--- src/rtl/i2c_reg_target.sv ---
// ---------------------------------------------------------------------------
// i2c_reg_target
//
// Write-only I2C target that turns bus transactions of the form
//   START, {I2C_ADDR, W}, sub-address, data0, data1, ..., STOP
// into register write strobes. The sub-address loads an internal pointer,
// and each data byte is written to the pointer, which then increments
// modulo 256. Reads, other addresses and partial bytes produce no writes.
//
// Parameters
//   I2C_ADDR     7-bit target address matched in the first byte after START
//   SYNC_STAGES  synchronizer depth on scl_in / sda_in (2 or 3)
//
// Ports
//   clk      in   system clock, at least 10x the SCL frequency
//   rst      in   synchronous active-high reset
//   scl_in   in   raw SCL from the pad (asynchronous)
//   sda_in   in   raw SDA from the pad (asynchronous)
//   sda_oe   out  1 = pull SDA low (ACK); the pad output value is tied 0
//   wr_en    out  one-clk write strobe
//   wr_addr  out  register address of the current write (held)
//   wr_data  out  register data of the current write (held)
//   busy     out  high from a detected START until the next detected STOP
// ---------------------------------------------------------------------------
module i2c_reg_target #(
  parameter logic [6:0] I2C_ADDR    = 7'h70,
  parameter int         SYNC_STAGES = 2
) (
  input  logic       clk,
  input  logic       rst,
  input  logic       scl_in,
  input  logic       sda_in,
  output logic       sda_oe,
  output logic       wr_en,
  output logic [7:0] wr_addr,
  output logic [7:0] wr_data,
  output logic       busy
);

  // Protocol states
  localparam logic [2:0] S_IDLE     = 3'd0;
  localparam logic [2:0] S_ADDR     = 3'd1;
  localparam logic [2:0] S_ADDR_ACK = 3'd2;
  localparam logic [2:0] S_SUB      = 3'd3;
  localparam logic [2:0] S_SUB_ACK  = 3'd4;
  localparam logic [2:0] S_DATA     = 3'd5;
  localparam logic [2:0] S_DATA_ACK = 3'd6;
  localparam logic [2:0] S_IGNORE   = 3'd7;

  // Synchronizers plus one history flop each for edge detection
  logic [SYNC_STAGES-1:0] r_scl_sync;
  logic [SYNC_STAGES-1:0] r_sda_sync;
  logic                   r_scl_d;
  logic                   r_sda_d;

  logic [2:0] r_state;
  logic [2:0] r_bit_cnt;
  logic [7:0] r_shift;
  logic [7:0] r_ptr;
  logic       r_sda_oe;
  logic       r_wr_en;
  logic [7:0] r_wr_addr;
  logic [7:0] r_wr_data;
  logic       r_busy;

  logic       w_scl;
  logic       w_sda;
  logic       w_scl_rise;
  logic       w_scl_fall;
  logic       w_start;
  logic       w_stop;
  logic [7:0] w_byte;
  logic       w_byte_done;

  assign w_scl      = r_scl_sync[SYNC_STAGES-1];
  assign w_sda      = r_sda_sync[SYNC_STAGES-1];
  assign w_scl_rise =  w_scl & ~r_scl_d;
  assign w_scl_fall = ~w_scl &  r_scl_d;

  // SDA may only move while SCL is low during data; a transition with SCL
  // held high across both samples is a bus condition.
  assign w_start = r_sda_d & ~w_sda & w_scl & r_scl_d;
  assign w_stop  = ~r_sda_d & w_sda & w_scl & r_scl_d;

  // Byte as it will look once the bit sampled on this rising edge lands
  assign w_byte      = {r_shift[6:0], w_sda};
  assign w_byte_done = w_scl_rise && (r_bit_cnt == 3'd7);

  assign sda_oe  = r_sda_oe;
  assign wr_en   = r_wr_en;
  assign wr_addr = r_wr_addr;
  assign wr_data = r_wr_data;
  assign busy    = r_busy;

  // NOTE: all state below uses non-blocking assignments so every flop samples
  // the pre-edge value of its neighbours, exactly like the hardware.
  always_ff @(posedge clk) begin
    if (rst) begin
      // Synchronizers reset to 1 so a released reset looks like an idle bus
      r_scl_sync <= '1;
      r_sda_sync <= '1;
      r_scl_d    <= 1'b1;
      r_sda_d    <= 1'b1;
      r_state    <= S_IDLE;
      r_bit_cnt  <= 3'd0;
      r_shift    <= 8'h00;
      r_ptr      <= 8'h00;
      r_sda_oe   <= 1'b0;
      r_wr_en    <= 1'b0;
      r_wr_addr  <= 8'h00;
      r_wr_data  <= 8'h00;
      r_busy     <= 1'b0;
    end else begin
      r_scl_sync <= {r_scl_sync[SYNC_STAGES-2:0], scl_in};
      r_sda_sync <= {r_sda_sync[SYNC_STAGES-2:0], sda_in};
      r_scl_d    <= w_scl;
      r_sda_d    <= w_sda;

      // NOTE: the strobe defaults low every cycle so it can only ever be a
      // single-clk pulse, whatever branch below raises it.
      r_wr_en <= 1'b0;

      if (w_start) begin
        // START or repeated START: any partial byte is dropped, pointer kept
        r_state   <= S_ADDR;
        r_bit_cnt <= 3'd0;
        r_shift   <= 8'h00;
        r_sda_oe  <= 1'b0;
        r_busy    <= 1'b1;
      end else if (w_stop) begin
        r_state   <= S_IDLE;
        r_bit_cnt <= 3'd0;
        r_sda_oe  <= 1'b0;
        r_busy    <= 1'b0;
      end else begin
        case (r_state)
          S_ADDR, S_SUB, S_DATA: begin
            if (w_scl_rise) begin
              r_shift   <= w_byte;
              // 3-bit counter wraps 7 -> 0, ready for the byte after the ACK
              r_bit_cnt <= r_bit_cnt + 3'd1;
            end
            if (w_byte_done) begin
              case (r_state)
                S_ADDR: begin
                  if (w_byte[7:1] == I2C_ADDR && !w_byte[0]) begin
                    r_state <= S_ADDR_ACK;
                  end else begin
                    r_state <= S_IGNORE;
                  end
                end
                S_SUB: begin
                  r_ptr   <= w_byte;
                  r_state <= S_SUB_ACK;
                end
                default: begin
                  r_wr_en   <= 1'b1;
                  r_wr_addr <= r_ptr;
                  r_wr_data <= w_byte;
                  r_ptr     <= r_ptr + 8'd1;
                  r_state   <= S_DATA_ACK;
                end
              endcase
            end
          end

          S_ADDR_ACK, S_SUB_ACK, S_DATA_ACK: begin
            // First falling edge ends bit 8: start pulling SDA low.
            // Second falling edge ends the ACK clock: release and move on.
            if (w_scl_fall) begin
              if (!r_sda_oe) begin
                r_sda_oe <= 1'b1;
              end else begin
                r_sda_oe <= 1'b0;
                r_state  <= (r_state == S_ADDR_ACK) ? S_SUB : S_DATA;
              end
            end
          end

          default: begin
            // IDLE and IGNORE wait for a bus condition; SDA stays released
            r_sda_oe <= 1'b0;
          end
        endcase
      end
    end
  end

endmodule
--- config.mk ---
export PLATFORM = sky130hd
export DESIGN_NAME = i2c_reg_target
export DESIGN_NICKNAME = d
export VERILOG_FILES = /design/src/rtl/i2c_reg_target.sv
export SDC_FILE = /design/constraint.sdc
export NUM_CORES = 1
export LEC_CHECK = 0
export BUFFER_PORTS_ARGS = -buffer_cell sky130_fd_sc_hd__clkbuf_2
export CAP_MARGIN = 30
export CORE_ASPECT_RATIO = 1.5
export CORE_MARGIN = 3
export CORE_UTILIZATION = 60
export CTS_BUF_LIST = sky130_fd_sc_hd__clkbuf_4 sky130_fd_sc_hd__clkbuf_8 sky130_fd_sc_hd__clkbuf_16
export CTS_CLUSTER_SIZE = 12
export DETAILED_ROUTE_END_ITERATION = 8
export HOLD_SLACK_MARGIN = 0.08
export PLACE_DENSITY = 0.81
export SYNTH_ARGS = -nofsm -noshare
export SYNTH_HDL_FRONTEND = slang
export SYNTH_SLANG_ARGS = --single-unit
--- constraint.sdc ---
create_clock -name clk -period 5.5 [get_ports clk]
set_clock_uncertainty 0.2 [all_clocks]
set_input_delay 0 -clock clk [delete_from_list [all_inputs] [get_ports clk]]
set_output_delay 0 -clock clk [all_outputs]
set_load 0.05 [all_outputs]
## Word-level counts from Yosys, hierarchy flattened

Index checks and enable logic that the tools add are counted.

- Bits in registers: 46
- Output and inout bits: 19
- Logic and storage cells: 83

- Add/subtract/negate cells: 2
- Equal/unequal tests: 14
- Multiplexer cells: 16
- Bitwise operators: 18
- Reductions and logical operators: 19

Operators with widths:

| cell | count |
|---|---|
| 8-bit case mux with 2 select lines | 1 |
| 3-bit two-way mux | 5 |
| 3-bit == test, second input constant | 4 |
| 4-bit != test, second input constant | 3 |
| 3-bit case mux with 2 select lines | 2 |
| 1-bit NOT | 10 |
| 5-bit AND reduction | 2 |
| 3-bit OR reduction | 3 |
| 8-bit by 1-bit adder with 8-bit output, second input constant | 1 |
| 1-bit bitwise AND | 8 |
| 4-bit AND reduction | 2 |
| 7-bit == test, second input constant | 1 |
| 1-bit two-way mux | 7 |
| 3-bit by 2-bit == test with 1-bit output, second input constant | 2 |
| 2-bit != test, second input constant | 3 |
| 5-bit OR reduction | 1 |
| 2-bit AND reduction | 2 |
| 2-bit nonzero test | 2 |
| 4-bit nonzero test | 1 |
| 2-bit OR reduction | 2 |
| 3-bit by 1-bit adder with 3-bit output, second input constant | 1 |
| 3-bit by 1-bit == test with 1-bit output, second input constant | 1 |
| 3-bit AND reduction | 1 |
| 1-bit logical AND | 2 |
| 2 further kinds | 2 |

## Depth between registers and ports, before layout

- Depth in word-level cells: 8
- Mapped depth: 9
- Depth with buffers taken out: 6

## Least setup slack after synthesis

OpenSTA, ideal clock, no wires.

- Kind: reg-to-reg
- From: register r_bit_cnt[0]
- To: register r_wr_addr[2] (netlist: wr_addr[2])
- Setup time: 0.128 ns
- Arrival time: 1.520 ns
- Required time: 5.172 ns
- Slack: 3.653 ns
- Stages on the path, launching flop included: 10
- Clock period less this slack: 1.847 ns
- Path through: dfxtp_1 > ha_1 > ha_1 > and4b_1 > buf_6 > nand3_2 > buf_6 > buf_12 > mux2i_1 > nor2_1

- Longest elaborated chain between the ends: 3

RTL lines:

| item | line | RTL |
|---|---|---|
| start, declared | 57 | `logic [2:0] r_bit_cnt;` |
| start signal, assigned | 141 | `r_bit_cnt <= r_bit_cnt + 3'd1;` |
| 3-bit == test | 87 | `assign w_byte_done = w_scl_rise && (r_bit_cnt == 3'd7);` |
| 1-bit logical AND | 87 |  |
| 5-bit AND reduction (no line) | - |  |
| end signal, assigned | 158 | `r_wr_addr <= r_ptr;` |
| end, declared | 62 | `logic [7:0] r_wr_addr;` |

Every way passes these cells.
A chain may end at the register's enable or synchronous reset.

## Final worst setup path

- From: register r_bit_cnt[0]
- To: register r_wr_addr[0] (netlist: wr_addr[0])

Same word-level chain as after synthesis.

==> results.cfg <==
[status]
outcome = complete, no violations

[logic_synthesis]
synthMuxAreaShare_pct = 12.9
ys_ff_latch = 46
synth_top_family_by_area = simple AND/OR/NAND/NOR gates
synthCells = 216
yosys.area_share.simple_pct = 21.0
synth-adder-area-share_pct = 1.86
synth_nets = 223
synth_edf_count = 0
synth-async-reset-ratio_pct = 0
ys_types = 44
synth.avg_cell_area_um2 = 9.37
synth_top_flop_cell = dfxtp_1
seq_area_frac_synth_pct = 45.5
synthXorXnorAreaFrac_pct = 1.67
synth-compound-area-share_pct = 11.7
yosysWarnings = 0
synth_area_um2 = 2020

[cells_and_area]
syn_to_final_growth_pct = 9.09
nets = 242
final_cell_mix = dfxtp_1, nor2_1, mux2i_1
n_fill_cell = 276
drive_gt1_share_pct = 16.1
final_common_cell = dfxtp_1
multiInputGateArea_um2 = 992
antenna_cells = 0
stdcell_count = 276
regArea_um2 = 921

[global_route]
gr-usage-all-layers_pct = 22.3
grt.overflow.total = 0
grt_pass1_wl_um = 6930
grt_max_degree = 33
antenna_found_initial = 0
grt_pass1_vias = 1532

[power_and_ir_drop]
pwr_density_cell_nw_per_um2 = 258
seq_power_share_pct = 59.5
p_sw_uw = 121
power.internal_uw = 448
combPwrFrac_pct = 3.1
max-vdd-ir-drop_mv = 0.239
swShare_pct = 21.3
clockPowerShare_pct = 37.4
power_leakage_nw = 1.06

[hold_path]
min_path_type = in2reg

[placement]
dp_hpwl_um = 2650
place_inst = 266
gp_congestion = 0.794
port_buffers = 22

[sta]
slew_viol_final = 0
relSlewSlack_pct = 51.8
hold_violations = 0
finalSetupViolCount = 0
worst-slew-pin-transition_ns = 0.723
fmax_mhz = 430
rsz0062_at_grt = no
finalSetupTns_ns = 0
final.period_utilization_pct = 42.2
final.min_clock_period_ns = 2.32

[routing]
drt-pass1-iter-count = 4
routed_wl_um = 3960
drt_iter0_drc = 46
ant_nets = 0
vias = 1599
viasPerCell = 5.79
drc_errors = 0
wl_per_cell_um = 14.3

[clock_network]
clock-sinks = 46
post_cts_resized = 0
cts_buffers = 5
clk_latency_ns = 0.29
cts-root-buf = clkbuf_8
path_clk_slew_ns = 0.08
tritoncts = built
htreeDepth = 2
clockBufferDepth = 2

[critical_path]
crit_slowest_cell = nand3_2
path_class = reg2reg
path_cells = ha_1, ha_1, and4b_1, nand3_2, mux2i_1, nor2_1
crit_path_end_kind = register
cp_data_arrival_time_ns = 2.29
startpoint_type = register
critical_path.max_stage_delay_ns = 0.53
r2r_slack_ns = 3.18
crit_top_cell = ha_1
crit_required_ns = 5.47
path_max_fanout = 17

[floorplan]
io_pins = 23
start_util_pct = 63.4
die-area_um2 = 4120
die_x_um = 53.4
row_count = 25
core_um2 = 3190
die_h_um = 77.1

[run]
cap_violations = 0
## worst paths after layout
path,start,to,cells past startpoint
max,r_bit_cnt[0]$_SDFFE_PP0P_,wr_addr[0]$_SDFFE_PP0P_,6
min,rst,wr_addr[2]$_SDFFE_PP0P_,2
max reg2reg,r_bit_cnt[0]$_SDFFE_PP0P_,wr_addr[0]$_SDFFE_PP0P_,6
min reg2reg,r_scl_sync[0]$_SDFF_PP1_,r_scl_sync[1]$_SDFF_PP1_,1
## through the flow
step	cell area [µm²]	hold slack (ns)	setup slack (ns)	total power [mW]	utilization, %
global route	2210	0.142	3.01	0.593	69.2
finish	2210	0.0818	3.18	0.569	69.2
global placement	2090	-0.0177	3.26	0.363	65.6
CTS	2210	0.0868	3.17	0.574	69.2
detailed placement	2090	-0.0148	3.19	0.363	65.6
floorplan	2020	-0.0962	3.65	0.359	-
## repair_timing
action                    4_1_cts  5_1_grt
hold buffers                    2        0
setup buffers                   0        0
hold endpoints to repair        2        0
## synthesized netlist by cell type, types with 2 or more instances
cell type   n  area [µm²]
and3_1      3        18.8
inv_1       5        18.8
or2_2       4        25.0
buf_4       3        22.5
clkbuf_1    3        11.3
nor3_1      5        25.0
dfxtp_1    46         921
buf_6       2        22.5
a31oi_1     6        37.5
mux2i_1    26         260
and4b_1     2        20.0
a211oi_1    4        30.0
o21ai_0    10        50.1
and2_1      3        18.8
o21ai_1     3        15.0
buf_2       3        15.0
and3b_1     2        17.5
nand3_1     3        15.0
ha_1        3        37.5
nand2_1     9        33.8
nor4_1      2        12.5
nand4b_1    2        17.5
nor2_1     37         139
and2_0      2        12.5
a21oi_1     9        45.0
## metal layers
metal  up-vias  global-route usage [%]  share of wire [%]
li1        787                       -                  -
met4         0                    9.46                1.9
met2        35                    37.1                 51
met5         -                       0                  0
met1       771                    26.7                 43
met3         6                    4.66                3.2
## cell families after synthesis
| group | Yosys count |
|---|---|
| xor gates and xnor gates | 3 |
| DFF | 46 |
| and+or+nand+nor | 82 |
| AOI/OAI and AO/OA | 39 |
| muxes | 26 |
| adders and majority gates | 3 |
| buffers and inverters | 17 |
## sequential cells by signal (all words and copies together), names as in the netlist, 2 cells and up
signal,count
r_sda_sync,2
r_ptr,8
r_shift,7
r_scl_sync,2
r_state,3
wr_data,8
r_bit_cnt,3
wr_addr,8
## cell type report
class / instances / share of cell area, %
multi-input cells: 153 / 45.0
inverters: 5 / 0.850
flip-flops and latches: 46 / 41.7
well taps: 40 / 2.27
clock buffers: 7 / 4.08
repair buffers: 24 / 5.90
clock inverters: 1 / 0.227
## critical path: cells and delay by family, from the launching register on
kind                     cells  cell delay [ns]
flip-flops                   1             0.35
multiplexers                 1             0.33
AND/OR/NAND/NOR              3             0.98
adder cells (fa/ha/maj)      2             0.34
## power groups by stage
stage / Sequential [mW] / Combinational [mW] / Clock, mW
after floorplan: 0.346 / 0.0129 / 0
after global placement: 0.347 / 0.0164 / 0
after detailed placement: 0.347 / 0.0167 / 0
after CTS: 0.339 / 0.0179 / 0.217
after global routing: 0.339 / 0.0201 / 0.234
final: 0.339 / 0.0178 / 0.213
No activity file was read; power rests on OpenSTA's default activity.
